### src/rtl/hazard_ctrl_if.sv
// Handshake bundle between the pipeline datapath and hazard_ctrl.
// Carries ID/EX hazard inputs, pipeline-register controls and statistics.
interface hazard_ctrl_if #(
    parameter int CNT_W = 16
);
    logic [4:0]       IF_IDrs;
    logic [4:0]       IF_IDrt;
    logic             IF_ID_uses_rt;
    logic [4:0]       ID_EXrt;
    logic             MemRead_ID_EX;
    logic             branch_taken_EX;
    logic             mem_busy;
    logic             pc_write;
    logic             IF_ID_write;
    logic             IF_ID_flush;
    logic             ID_EX_hold;
    logic             ID_EX_bubble;
    logic             EX_MEM_hold;
    logic [CNT_W-1:0] stall_count;
    logic [CNT_W-1:0] flush_count;
    logic             mem_timeout;

    modport master (
        output IF_IDrs, IF_IDrt, IF_ID_uses_rt, ID_EXrt,
        output MemRead_ID_EX, branch_taken_EX, mem_busy,
        input  pc_write, IF_ID_write, IF_ID_flush,
        input  ID_EX_hold, ID_EX_bubble, EX_MEM_hold,
        input  stall_count, flush_count, mem_timeout
    );

    modport slave (
        input  IF_IDrs, IF_IDrt, IF_ID_uses_rt, ID_EXrt,
        input  MemRead_ID_EX, branch_taken_EX, mem_busy,
        output pc_write, IF_ID_write, IF_ID_flush,
        output ID_EX_hold, ID_EX_bubble, EX_MEM_hold,
        output stall_count, flush_count, mem_timeout
    );
endinterface

### src/rtl/hazard_ctrl.sv
// Pipeline hazard control: load-use stalls, branch flushes, memory freezes.
// Tracks saturating stall/flush statistics and a sticky memory timeout.
module hazard_ctrl #(
    parameter int MEM_WAIT_MAX = 15,
    parameter int CNT_W        = 16
) (
    input  logic         clk,
    input  logic         rst,
    hazard_ctrl_if.slave hz
);
    localparam int WW = $clog2(MEM_WAIT_MAX + 1);
    localparam logic [WW-1:0] WAIT_MAX = WW'(MEM_WAIT_MAX);

    typedef enum logic {
        RUN,
        MEM_WAIT
    } state_e;

    state_e           state_q, state_d;
    logic [WW-1:0]    wait_q, wait_d;
    logic [CNT_W-1:0] stall_q, stall_d;
    logic [CNT_W-1:0] flush_q, flush_d;
    logic             tmo_q, tmo_d;

    logic lu_hazard;
    logic rt_match;
    logic rs_match;
    logic do_freeze;
    logic do_flush;
    logic do_stall;

    logic pc_write_c;
    logic if_id_write_c;
    logic if_id_flush_c;
    logic id_ex_hold_c;
    logic id_ex_bubble_c;
    logic ex_mem_hold_c;

    // Writes to $0 are discarded, so a load into $0 never creates a dependency.
    always_comb begin
        rs_match  = (hz.ID_EXrt == hz.IF_IDrs);
        rt_match  = hz.IF_ID_uses_rt && (hz.ID_EXrt == hz.IF_IDrt);
        lu_hazard = hz.MemRead_ID_EX && (hz.ID_EXrt != 5'd0)
                    && (rs_match || rt_match);
    end

    always_comb begin
        do_freeze = !rst && hz.mem_busy;
        do_flush  = !rst && !hz.mem_busy && hz.branch_taken_EX;
        do_stall  = !rst && !hz.mem_busy && !hz.branch_taken_EX
                    && lu_hazard;
    end

    always_comb begin
        pc_write_c     = 1'b1;
        if_id_write_c  = 1'b1;
        if_id_flush_c  = 1'b0;
        id_ex_hold_c   = 1'b0;
        id_ex_bubble_c = 1'b0;
        ex_mem_hold_c  = 1'b0;
        if (rst) begin
            pc_write_c     = 1'b0;
            if_id_write_c  = 1'b0;
            id_ex_bubble_c = 1'b1;
        end else if (do_freeze) begin
            pc_write_c    = 1'b0;
            if_id_write_c = 1'b0;
            id_ex_hold_c  = 1'b1;
            ex_mem_hold_c = 1'b1;
        end else if (do_flush) begin
            if_id_flush_c  = 1'b1;
            id_ex_bubble_c = 1'b1;
        end else if (do_stall) begin
            pc_write_c     = 1'b0;
            if_id_write_c  = 1'b0;
            id_ex_bubble_c = 1'b1;
        end
    end

    always_comb begin
        state_d = state_q;
        wait_d  = wait_q;
        tmo_d   = tmo_q;
        unique case (state_q)
            RUN: begin
                if (hz.mem_busy) begin
                    state_d = MEM_WAIT;
                    wait_d  = WW'(1);
                end
            end
            MEM_WAIT: begin
                if (hz.mem_busy) begin
                    if (wait_q != WAIT_MAX) begin
                        wait_d = wait_q + WW'(1);
                    end
                end else begin
                    state_d = RUN;
                    wait_d  = '0;
                end
            end
            default: begin
                state_d = RUN;
                wait_d  = '0;
            end
        endcase
        // Sticky: the freeze itself keeps going, only rst clears the flag.
        if (hz.mem_busy && (wait_q == WAIT_MAX)) begin
            tmo_d = 1'b1;
        end
    end

    always_comb begin
        stall_d = stall_q;
        flush_d = flush_q;
        if (!pc_write_c && (stall_q != '1)) begin
            stall_d = stall_q + CNT_W'(1);
        end
        if (do_flush && (flush_q != '1)) begin
            flush_d = flush_q + CNT_W'(1);
        end
    end

    always_ff @(posedge clk or posedge rst) begin
        if (rst) begin
            state_q <= RUN;
            wait_q  <= '0;
            stall_q <= '0;
            flush_q <= '0;
            tmo_q   <= 1'b0;
        end else begin
            state_q <= state_d;
            wait_q  <= wait_d;
            stall_q <= stall_d;
            flush_q <= flush_d;
            tmo_q   <= tmo_d;
        end
    end

    assign hz.pc_write     = pc_write_c;
    assign hz.IF_ID_write  = if_id_write_c;
    assign hz.IF_ID_flush  = if_id_flush_c;
    assign hz.ID_EX_hold   = id_ex_hold_c;
    assign hz.ID_EX_bubble = id_ex_bubble_c;
    assign hz.EX_MEM_hold  = ex_mem_hold_c;
    assign hz.stall_count  = stall_q;
    assign hz.flush_count  = flush_q;
    assign hz.mem_timeout  = tmo_q;
endmodule

### src/flat_wrapper.sv
// flat-port wrapper written by rule: the top's interface ports become plain ports
module hazard_ctrl_flat 
#(
    parameter int MEM_WAIT_MAX = 15,
    parameter int CNT_W        = 16
)
  (clk, rst, hz_IF_IDrs, hz_IF_IDrt, hz_IF_ID_uses_rt, hz_ID_EXrt, hz_MemRead_ID_EX, hz_branch_taken_EX, hz_mem_busy, hz_pc_write, hz_IF_ID_write, hz_IF_ID_flush, hz_ID_EX_hold, hz_ID_EX_bubble, hz_EX_MEM_hold, hz_stall_count, hz_flush_count, hz_mem_timeout);
  hazard_ctrl_if #(.CNT_W(CNT_W)) hz_i ();
  input  logic clk;
  input  logic rst;
  input wire logic [$bits(hz_i.IF_IDrs)-1:0] hz_IF_IDrs;
  input wire logic [$bits(hz_i.IF_IDrt)-1:0] hz_IF_IDrt;
  input wire logic [$bits(hz_i.IF_ID_uses_rt)-1:0] hz_IF_ID_uses_rt;
  input wire logic [$bits(hz_i.ID_EXrt)-1:0] hz_ID_EXrt;
  input wire logic [$bits(hz_i.MemRead_ID_EX)-1:0] hz_MemRead_ID_EX;
  input wire logic [$bits(hz_i.branch_taken_EX)-1:0] hz_branch_taken_EX;
  input wire logic [$bits(hz_i.mem_busy)-1:0] hz_mem_busy;
  output wire logic [$bits(hz_i.pc_write)-1:0] hz_pc_write;
  output wire logic [$bits(hz_i.IF_ID_write)-1:0] hz_IF_ID_write;
  output wire logic [$bits(hz_i.IF_ID_flush)-1:0] hz_IF_ID_flush;
  output wire logic [$bits(hz_i.ID_EX_hold)-1:0] hz_ID_EX_hold;
  output wire logic [$bits(hz_i.ID_EX_bubble)-1:0] hz_ID_EX_bubble;
  output wire logic [$bits(hz_i.EX_MEM_hold)-1:0] hz_EX_MEM_hold;
  output wire logic [$bits(hz_i.stall_count)-1:0] hz_stall_count;
  output wire logic [$bits(hz_i.flush_count)-1:0] hz_flush_count;
  output wire logic [$bits(hz_i.mem_timeout)-1:0] hz_mem_timeout;
  assign hz_i.IF_IDrs = hz_IF_IDrs;
  assign hz_i.IF_IDrt = hz_IF_IDrt;
  assign hz_i.IF_ID_uses_rt = hz_IF_ID_uses_rt;
  assign hz_i.ID_EXrt = hz_ID_EXrt;
  assign hz_i.MemRead_ID_EX = hz_MemRead_ID_EX;
  assign hz_i.branch_taken_EX = hz_branch_taken_EX;
  assign hz_i.mem_busy = hz_mem_busy;
  assign hz_pc_write = hz_i.pc_write;
  assign hz_IF_ID_write = hz_i.IF_ID_write;
  assign hz_IF_ID_flush = hz_i.IF_ID_flush;
  assign hz_ID_EX_hold = hz_i.ID_EX_hold;
  assign hz_ID_EX_bubble = hz_i.ID_EX_bubble;
  assign hz_EX_MEM_hold = hz_i.EX_MEM_hold;
  assign hz_stall_count = hz_i.stall_count;
  assign hz_flush_count = hz_i.flush_count;
  assign hz_mem_timeout = hz_i.mem_timeout;
  hazard_ctrl #(.MEM_WAIT_MAX(MEM_WAIT_MAX), .CNT_W(CNT_W)) u_core (.clk(clk), .rst(rst), .hz(hz_i));
endmodule
### config.mk
export PLATFORM = sky130hd
export DESIGN_NAME = hazard_ctrl_flat
export DESIGN_NICKNAME = d
export VERILOG_FILES = /design/src/rtl/hazard_ctrl_if.sv /design/src/rtl/hazard_ctrl.sv /design/src/flat_wrapper.sv
export SDC_FILE = /design/constraint.sdc
export NUM_CORES = 1
export LEC_CHECK = 0
export CELL_PAD_IN_SITES_DETAIL_PLACEMENT = 0
export CELL_PAD_IN_SITES_GLOBAL_PLACEMENT = 1
export CORE_ASPECT_RATIO = 1.1
export CORE_MARGIN = 1
export CORE_UTILIZATION = 35
export DETAILED_ROUTE_END_ITERATION = 10
export PLACE_DENSITY = 0.78
export SYNTH_ARGS = -nofsm -noshare
export SYNTH_HDL_FRONTEND = slang
export SYNTH_SLANG_ARGS = --single-unit
export TNS_END_PERCENT = 5
### constraint.sdc
create_clock -name clk -period 2.1 [get_ports clk]
set_input_delay 0.21 -clock clk [delete_from_list [all_inputs] [get_ports clk]]
set_output_delay 0.21 -clock clk [all_outputs]
set_load 0.1 [all_outputs]
==> flow_metrics.py, run 1 <==
metrics = {
    "run_status": {
        "status": "finished clean",
    },
    "synth": {
        "ys.flop_type": "dfrtp_1",
        "netlist_instances": 179,
        "synth_seq_cells": 38,
        "synth_top_area_share_pct": 49.9,
        "ys_types": 32,
        "yosysTopAreaCell": "dfrtp_1",
        "ys_warn_count": 0,
        "synthTopCellsByArea": "dfrtp_1, xnor2_1, nand2_1",
        "syn_area_per_cell_um2": 10.6,
        "synthArstFlopShare_pct": 100,
        "yosysMostFrequentCell": "dfrtp_1",
        "synth_common_cells": "dfrtp_1, xnor2_1, nand2_1",
        "ys_seq_area_share_pct": 49.9,
        "syn-num-nets": 203,
        "synthesis.area_mm2": 0.00191,
        "synth_edf_count": 0,
    },
    "clock_network": {
        "htreeDepth": 2,
        "numCtsBuffers": 5,
        "cts_sinks": 38,
        "clock_latency_ps": 290,
        "ctsHoldBuffers": 0,
        "path_clk_slew_ps": 80,
        "cts_root_buffer": "clkbuf_8",
        "cts_tree": "done",
        "clk_path_buf_depth": 2,
    },
    "sta": {
        "fin_crit_ps": 2010,
        "fmax_mhz": 498,
        "finalHoldViolCount": 0,
        "rsz0062_at_grt": "no",
        "finalCritPeriodShare_pct": 95.6,
        "max_slew_margin_pct": 68.2,
        "setup_viol": 0,
        "whs_ps": 438,
        "slew_viol_final": 0,
        "finClkSkew_ps": 7.49,
        "worst_pin_slew_ps": 477,
    },
    "global_route": {
        "grt-ovfl-total": 0,
        "antenna_found_initial": 0,
        "grt_pass1_wl_um": 6560,
        "grt_use_total_pct": 15.0,
        "grt_pass1_vias": 1407,
        "grt_start_max_net_pins": 39,
    },
    "route": {
        "viasPerCell": 4.63,
        "first_iter_violations": 65,
        "drc": 0,
        "wirelength_um": 4000,
        "vias": 1501,
        "wire_per_inst_um": 12.3,
        "drt_pass1_iterations": 4,
        "ant_nets": 0,
    },
    "place": {
        "gp_congestion": 0.733,
        "place_area_mm2": 0.00262,
        "dp_hpwl_um": 2970,
        "port_buffers": 59,
    },
    "worst_setup_path": {
        "start_kind": "input pin",
        "critical_path.endpoint_type": "primary output",
        "crit_required_ps": 1890,
        "worstPathArrival_ps": 1800,
        "critPathMaxFanout": 3,
        "crit_type": "in2out",
        "critPathLaunch": "hz_ID_EXrt[4]",
        "r2r_start": "u_core.hz.flush_count[4]$_DFFE_PP0P_",
    },
    "flow_run": {
        "max_cap_violations": 0,
    },
    "cells_and_area": {
        "final_nets": 275,
        "syn2layout_area_growth_pct": 44.4,
        "drive_above_1_share_pct": 31.3,
        "final_area_mm2": 0.00275,
        "n_antenna_cell": 0,
        "fillers": 463,
    },
    "floorplanning": {
        "std_cell_rows": 27,
        "boundaryPins": 60,
        "die_height_um": 79.4,
        "die_x_um": 72.4,
        "die_area_mm2": 0.00574,
        "initial_utilization_pct": 37.1,
        "core_mm2": 0.00513,
    },
    "power_and_ir_drop": {
        "total_leakage_power_nw": 1.23,
        "ir_worst_vdd_uv": 1140,
        "power_density_mw_per_mm2": 1170,
    },
    "hold_path": {
        "hold_path_class": "in2async",
    },
}
-- routing by layer --
metal	GRT usage, %	routed length (um)
met4	5.88	78
met3	3.79	138
met1	18.0	1710
met2	25.4	2070
met5	0	0
-- flip-flops by register name, summed over array words and instances, names as in the netlist --
signal and flops:
u_core.hz.flush_count 16, u_core.hz.stall_count 16, u_core.wait_q 4, u_core.hz.mem_timeout 1, u_core.state_q 1
-- path summary, 6_finish.rpt --
| path | slack [ps] | to | depth (start not counted) |
|---|---|---|---|
| min in group clk | 480 | u_core.hz.mem_timeout$_DFFE_PP0P_ | 1 |
| setup / recovery | 90 | hz_pc_write | 7 |
| setup reg to reg | 180 | u_core.hz.flush_count[1]$_DFFE_PP0P_ | 6 |
| hold / removal | 440 | u_core.hz.stall_count[12]$_DFFE_PP0P_ | 3 |
| max in group asynchronous | 1300 | u_core.hz.flush_count[0]$_DFFE_PP0P_ | 3 |
| hold reg to reg | 480 | u_core.hz.mem_timeout$_DFFE_PP0P_ | 1 |
-- worst max-delay path, stage by stage --
cell	delay [ps]
clkdlybuf4s50_1	470
or4_4	440
nor2_2	140
nor3b_2	80
a21boi_4	130
buf_4	150
buf_12	170
-- cells by family (layout without fill, tap and decap cells) --
family          Yosys count  count (layout)  share of synthesized area, %
mux                       3               3                          1.71
fa+ha+maj                 3               3                          1.97
compound gates           13              13                          6.37
flops                    38              38                          49.9
buf+inv                   7              80                          1.77
xor+xnor                 40              40                          18.4
simple gates             75              75                          19.9
-- power breakdown --
group	internal (mW)	switching, mW
Clock	0.264	0.264
Combinational	0.383	1.23
Sequential	0.882	0.183
Total	1.53	1.68
-- final cells by class --
cell class                      count  area (um^2)  area share (%)
Inverter                            5         18.8           0.682
Sequential cell                    38          962            35.0
Clock inverter                      2         12.5           0.455
Timing Repair Buffer               67          636            23.1
Multi-Input combinational cell    134          950            34.5
Clock buffer                        6         82.6            3.00
Tap cell                           72         90.1            3.27
-- cells in the final DEF, fill, tap and decap left out, types with 2 or more instances in the layout --
master / n
buf_4: 41
xnor2_1: 31
dfrtp_1: 29
nand2_1: 22
clkdlybuf4s50_1: 17
nor2_1: 14
nand3_1: 11
nand4_1: 9
xor2_1: 9
dfrtp_2: 9
clkbuf_8: 6
buf_12: 6
and3_1: 5
inv_1: 5
o21ai_0: 5
nor3_1: 3
ha_1: 3
dlymetal6s2s_1: 3
mux2_2: 2
-- stage by stage --
| step | setup WS [ps] | util, % | TNS [ps] | cells | total power [mW] |
|---|---|---|---|---|---|
| after floorplan | -264 | - | -5010 | 179 | 2.31 |
| after global placement | -101 | 51.1 | -1120 | 315 | 2.69 |
| after detailed placement | -126 | 51.1 | -1460 | 315 | 2.69 |
| after CTS | 14.1 | 53.1 | 0 | 324 | 3.24 |
| after global routing | 13.2 | 53.6 | 0 | 324 | 3.35 |
| final | 92.4 | 53.6 | 0 | 324 | 3.21 |
-- what timing repair did --
item | CTS | global route
gates resized for setup | 0 | 7
setup endpoints to repair | 2 | 15
pin swaps | 1 | 2
buffers inserted | 1 | 0
Note: power is estimated with default switching activity, not from simulation.
==> run 2: changes to the inputs <==
--- a/config.mk
+++ b/config.mk
@@ -5,13 +5,14 @@
 export SDC_FILE = /design/constraint.sdc
 export NUM_CORES = 1
 export LEC_CHECK = 0
+export ABC_AREA = 1
 export CELL_PAD_IN_SITES_DETAIL_PLACEMENT = 0
 export CELL_PAD_IN_SITES_GLOBAL_PLACEMENT = 1
 export CORE_ASPECT_RATIO = 1.1
 export CORE_MARGIN = 1
 export CORE_UTILIZATION = 35
 export DETAILED_ROUTE_END_ITERATION = 10
-export PLACE_DENSITY = 0.78
+export PLACE_DENSITY_LB_ADDON = 0.1
 export SYNTH_ARGS = -nofsm -noshare
 export SYNTH_HDL_FRONTEND = slang
 export SYNTH_SLANG_ARGS = --single-unit
==> flow_metrics.py, run 2 <==
metrics = {
    "cells_and_area": {
        "layout_commonest_cell": "nand2_1",
        "mostFrequentLayoutCells": "nand2_1, inv_1, buf_4, dfrtp_1, nand3_1",
        "drive_above_1_share_pct": 15.5,
        "fillers": 691,
        "n_antenna_cell": 0,
        "final_util_pct": 48.4,
        "fin_cells": 488,
        "syn2layout_area_growth_pct": 32.2,
        "final_nets": 429,
        "ff_latch_area_um2": 952,
        "multi_input_area_mm2": 0.00128,
    },
    "worst_setup_path": {
        "critical_path.endpoint_type": "primary output",
        "crit_required_ps": 1890,
        "r2r-end": "u_core.hz.stall_count[5]$_DFFE_PP0P_",
        "ff2ff_setup_slack_ps": 330,
        "critPathMaxFanout": 4,
        "start_kind": "input pin",
        "r2r_start": "u_core.hz.stall_count[0]$_DFFE_PP0P_",
        "rr_worst_depth": 7,
        "worstPathArrival_ps": 1670,
        "crit_type": "in2out",
    },
    "clock_network": {
        "numCtsBuffers": 5,
        "cts_sinks": 38,
        "clk_path_buf_depth": 2,
        "cts_root_buffer": "clkbuf_8",
        "clock_latency_ps": 290,
        "cts_resized": 0,
        "htreeDepth": 2,
        "cts_tree": "done",
        "postCtsSetupBuffers": 0,
        "ctsHoldBuffers": 0,
        "path_clk_slew_ps": 80,
    },
    "synth": {
        "ys_types": 23,
        "syn_area_per_cell_um2": 7.16,
        "synthTopCellsByArea": "dfrtp_1, nand2_1, nand3_1",
        "synth_top_area_share_pct": 39.2,
        "netlist_instances": 339,
        "ys_seq_area_share_pct": 39.2,
        "ys.flop_type": "dfrtp_1",
        "synth_seq_cells": 38,
        "synth_common_cells": "nand2_1, inv_1, dfrtp_1",
        "synthArstFlopShare_pct": 100,
        "yosysMostFrequentCell": "nand2_1",
        "synth_edf_count": 0,
        "synthesis.area_mm2": 0.00243,
        "syn-num-nets": 363,
        "ys_warn_count": 0,
        "yosysTopAreaCell": "dfrtp_1",
    },
    "power_and_ir_drop": {
        "ir_worst_vdd_uv": 662,
        "total_leakage_power_nw": 1.61,
        "seqPwrFrac_pct": 34.3,
        "switchingPower_mw": 1.48,
        "pwr-share-comb_pct": 47.2,
        "power_density_mw_per_mm2": 908,
        "clkPwrFrac_pct": 18.5,
        "p_sw_share_pct": 50.8,
        "intPower_mw": 1.43,
    },
    "place": {
        "dpl.cell_count": 480,
        "dp_hpwl_um": 4450,
        "gp_congestion": 0.804,
        "port_buffers": 59,
        "place_ws_ps": 211,
    },
    "route": {
        "ant_nets": 0,
        "wire_per_inst_um": 11.9,
        "drt_pass1_iterations": 4,
        "first_iter_violations": 85,
        "vias": 2261,
        "wirelength_um": 5800,
        "drc": 0,
        "viasPerCell": 4.63,
    },
    "sta": {
        "setup_viol": 0,
        "finalHoldViolCount": 0,
        "fmax_mhz": 533,
        "tns_ps": 0,
        "finalCritPeriodShare_pct": 89.4,
        "max_slew_margin_pct": 65.5,
        "slew_viol_final": 0,
        "finClkSkew_ps": 4.42,
        "whs_ps": 468,
        "rsz0062_at_grt": "no",
        "setup_ws_ps": 224,
        "fin_crit_ps": 1880,
        "worst_pin_slew_ps": 513,
    },
    "floorplanning": {
        "initial_utilization_pct": 36.6,
        "die_x_um": 81.4,
        "boundaryPins": 60,
        "std_cell_rows": 31,
        "die_area_mm2": 0.00728,
        "die_height_um": 89.4,
        "core_mm2": 0.00663,
    },
    "global_route": {
        "grt_start_max_net_pins": 39,
        "antenna_found_initial": 0,
        "grt_use_total_pct": 17.1,
        "grt_pass1_vias": 2149,
        "grt-ovfl-total": 0,
        "grt_pass1_wl_um": 9630,
    },
    "flow_run": {
        "max_cap_violations": 0,
    },
    "hold_path": {
        "min_from": "u_core.hz.mem_timeout$_DFFE_PP0P_",
        "hold_path_class": "reg2reg",
        "holdPathStages": 2,
        "hold_end": "u_core.hz.mem_timeout$_DFFE_PP0P_",
    },
    "run_status": {
        "status": "finished clean",
    },
}
-- run 2: layout make-up --
| cell class | instances | share of cell area [%] |
|---|---|---|
| clock inverters | 1 | 0.156 |
| repair buffers | 66 | 19.7 |
| multi-input cells | 253 | 39.8 |
| clock buffers | 7 | 2.69 |
| inverters | 41 | 4.79 |
| well taps | 82 | 3.20 |
| flip-flops and latches | 38 | 29.7 |
-- run 2: power groups by stage --
stage / logic, mW / registers [mW] / clock network (mW)
3_3_place_gp: 1.37 / 1.02 / 0
2_1_floorplan: 0.356 / 1.70 / 0
5_1_grt: 1.45 / 1.03 / 0.581
4_1_cts: 1.39 / 1.00 / 0.561
3_5_place_dp: 1.38 / 1.02 / 0
6_report: 1.37 / 1.00 / 0.540
-- run 2: per-stage QoR --
stage                     area, um^2  total power, mW
after floorplan                 2430             2.06
after global placement          3120             2.39
after detailed placement        3120             2.40
after CTS                       3210             2.95
after global routing            3210             3.06
final                           3210             2.91
-- run 2: cell families (layout without fill, tap and decap cells) --
logic type / Yosys count / count (layout) / share of synthesized area [%]
compound gates: 11 / 11 / 2.47
xor+xnor: 29 / 29 / 10.5
fa+ha+maj: 3 / 3 / 1.55
buf+inv: 48 / 115 / 8.45
flops: 38 / 38 / 39.2
simple gates: 210 / 210 / 37.9
-- run 2: worst max-delay path by stage --
stage,slack (ps),startpoint,end,cells past startpoint
2_1_floorplan,-170,u_core.hz.flush_count[1]$_DFFE_PP0P_,u_core.hz.flush_count[3]$_DFFE_PP0P_,8
3_3_place_gp,230,hz_ID_EXrt[0],hz_IF_ID_write,11
3_5_place_dp,210,hz_ID_EXrt[0],hz_pc_write,11
4_1_cts,200,hz_ID_EXrt[1],hz_pc_write,11
5_1_grt,120,hz_ID_EXrt[0],hz_pc_write,11
6_report,220,hz_ID_EXrt[1],hz_IF_ID_write,11
-- run 2: metal layers --
metal  up-vias  GRT usage (%)  routed length, um
li1       1191              -                  -
met1      1032           20.4               2610
met2        34           31.0               2970
met3         4           3.16                174
met4         0           5.19                 46
met5         -              0                  0
-- run 2: worst max-delay path, stage by stage --
cell	delay, ps
clkdlybuf4s50_1	520
inv_1	70
nand2_1	60
nand2_1	50
nor2_1	100
nand3_1	80
nand2_1	70
nand2_1	110
nand2_4	120
inv_1	100
buf_12	180
==> run 3: changes to the inputs <==
--- a/config.mk
+++ b/config.mk
@@ -13,6 +13,8 @@
 export CORE_UTILIZATION = 35
 export DETAILED_ROUTE_END_ITERATION = 10
 export PLACE_DENSITY_LB_ADDON = 0.1
+export REMOVE_ABC_BUFFERS = 1
+export SLEW_MARGIN = 5
 export SYNTH_ARGS = -nofsm -noshare
 export SYNTH_HDL_FRONTEND = slang
 export SYNTH_SLANG_ARGS = --single-unit
==> flow_metrics.py, run 3 (synthesis gave the netlist of run 2 again) <==
metrics = {
    "power_and_ir_drop": {
        "total_leakage_power_nw": 1.63,
        "power_density_mw_per_mm2": 968,
        "ir_worst_vdd_uv": 909,
    },
    "clock_network": {
        "ctsHoldBuffers": 0,
        "numCtsBuffers": 5,
        "cts_root_buffer": "clkbuf_8",
        "htreeDepth": 2,
        "path_clk_slew_ps": 90,
        "cts_tree": "done",
        "clock_latency_ps": 300,
        "cts_sinks": 38,
        "clk_path_buf_depth": 2,
    },
    "cells_and_area": {
        "fillers": 661,
        "n_antenna_cell": 0,
        "syn2layout_area_growth_pct": 34.0,
        "final_util_pct": 49.0,
        "fin_cells": 490,
        "layout_commonest_cell": "nand2_1",
        "final_nets": 431,
        "mostFrequentLayoutCells": "nand2_1, buf_4, inv_1, dfrtp_1, nand3_1",
        "drive_above_1_share_pct": 15.7,
    },
    "worst_setup_path": {
        "start_kind": "input pin",
        "rr_worst_depth": 7,
        "worstPathArrival_ps": 1700,
        "r2r-end": "u_core.hz.stall_count[2]$_DFFE_PP0P_",
        "ff2ff_setup_slack_ps": 340,
        "critPathMaxFanout": 7,
        "crit_required_ps": 1890,
        "crit_type": "in2out",
        "critical_path.endpoint_type": "primary output",
        "r2r_start": "u_core.hz.stall_count[0]$_DFFE_PP0P_",
    },
    "sta": {
        "finalCritPeriodShare_pct": 90.8,
        "tns_ps": 0,
        "worst_pin_slew_ps": 504,
        "fin_crit_ps": 1910,
        "fmax_mhz": 525,
        "setup_ws_ps": 194,
        "rsz0062_at_grt": "no",
        "max_slew_margin_pct": 66.4,
        "finClkSkew_ps": 12.5,
        "slew_viol_final": 0,
        "finalHoldViolCount": 0,
        "setup_viol": 0,
    },
    "route": {
        "first_iter_violations": 57,
        "drc": 0,
        "viasPerCell": 4.68,
        "wirelength_um": 5840,
        "drt_pass1_iterations": 4,
        "vias": 2292,
        "wire_per_inst_um": 11.9,
        "ant_nets": 0,
    },
    "floorplanning": {
        "initial_utilization_pct": 36.6,
        "die_x_um": 81.4,
        "core_mm2": 0.00663,
        "std_cell_rows": 31,
        "die_area_mm2": 0.00728,
        "die_height_um": 89.4,
        "boundaryPins": 60,
    },
    "global_route": {
        "grt_pass1_vias": 2231,
        "grt_pass1_wl_um": 9890,
        "grt_use_total_pct": 17.5,
        "grt_start_max_net_pins": 39,
        "antenna_found_initial": 0,
        "grt-ovfl-total": 0,
    },
    "place": {
        "dp_hpwl_um": 4440,
        "port_buffers": 59,
        "dpl.cell_count": 479,
        "gp_congestion": 0.823,
        "place_ws_ps": 140,
    },
    "flow_run": {
        "max_cap_violations": 0,
    },
    "hold_path": {
        "hold_path_class": "in2async",
    },
    "run_status": {
        "status": "finished clean",
    },
}
[run 3: cell types whose count changed in the layout (fill, tap and decap cells not counted), sizes merged]
cell	previous run	this run
bufinv	0	2
buf	46	48
clkbuf	7	5
[run 3: critical path: stages]
cell and delay, ps:
clkdlybuf4s50_1 530, inv_1 70, nand2_1 60, nand2_1 50, nor2_1 100, nand3_1 90
nand2_1 70, nand2_1 100, nand2_4 130, inv_1 110, buf_12 180
[run 3: where the power goes]
part | total [mW] | switching, mW | leakage, nW | internal, mW
sequential | 0.992 | 0.155 | 0.498 | 0.838
clock | 0.757 | 0.281 | 0.0683 | 0.476
combinational | 1.40 | 1.06 | 1.07 | 0.340
total | 3.15 | 1.50 | 1.63 | 1.65
[run 3: per-layer routing]
metal  part of all wire (%)  global-route usage (%)  wire, um
met3                    3.3                    3.06       190
met4                    1.7                    6.01        99
met2                     50                    30.2      2920
met1                     45                    21.7      2620
met5                      0                       0         0
[run 3: what timing repair did]
item,CTS,global route
endpoints found under the hold margin,0,0
resized for setup,0,0
buffers inserted,0,3
endpoints found under the setup margin,0,2
[run 3: area by class of cell]
class	count	area, um^2	share of cell area, %
Inverter	41	154	4.73
Tap cell	82	103	3.15
Clock inverter	3	68.8	2.12
Sequential cell	38	951	29.2
Timing Repair Buffer	68	636	19.5
Multi-Input combinational cell	253	1270	39.1
Clock buffer	5	68.8	2.12
[run 3: worst max path at each step]
stage / slack, ps / startpoint / end / cells past startpoint
global route: 9 / hz_ID_EXrt[1] / hz_IF_ID_write / 11
global placement: 180 / hz_ID_EXrt[0] / hz_pc_write / 11
detailed placement: 140 / hz_ID_EXrt[0] / hz_pc_write / 11
CTS: 140 / hz_ID_EXrt[0] / hz_pc_write / 11
floorplan: -840 / hz_mem_busy / hz_EX_MEM_hold / 2
finish: 190 / hz_ID_EXrt[1] / hz_pc_write / 11
[run 3: metrics by stage]
step	hold slack, ps	instance area (um^2)	power (mW)
after global routing	509	3250	3.31
after floorplan	241	2380	2.04
final	456	3250	3.15
after global placement	452	3090	2.41
after detailed placement	473	3090	2.41
after CTS	484	3230	3.19
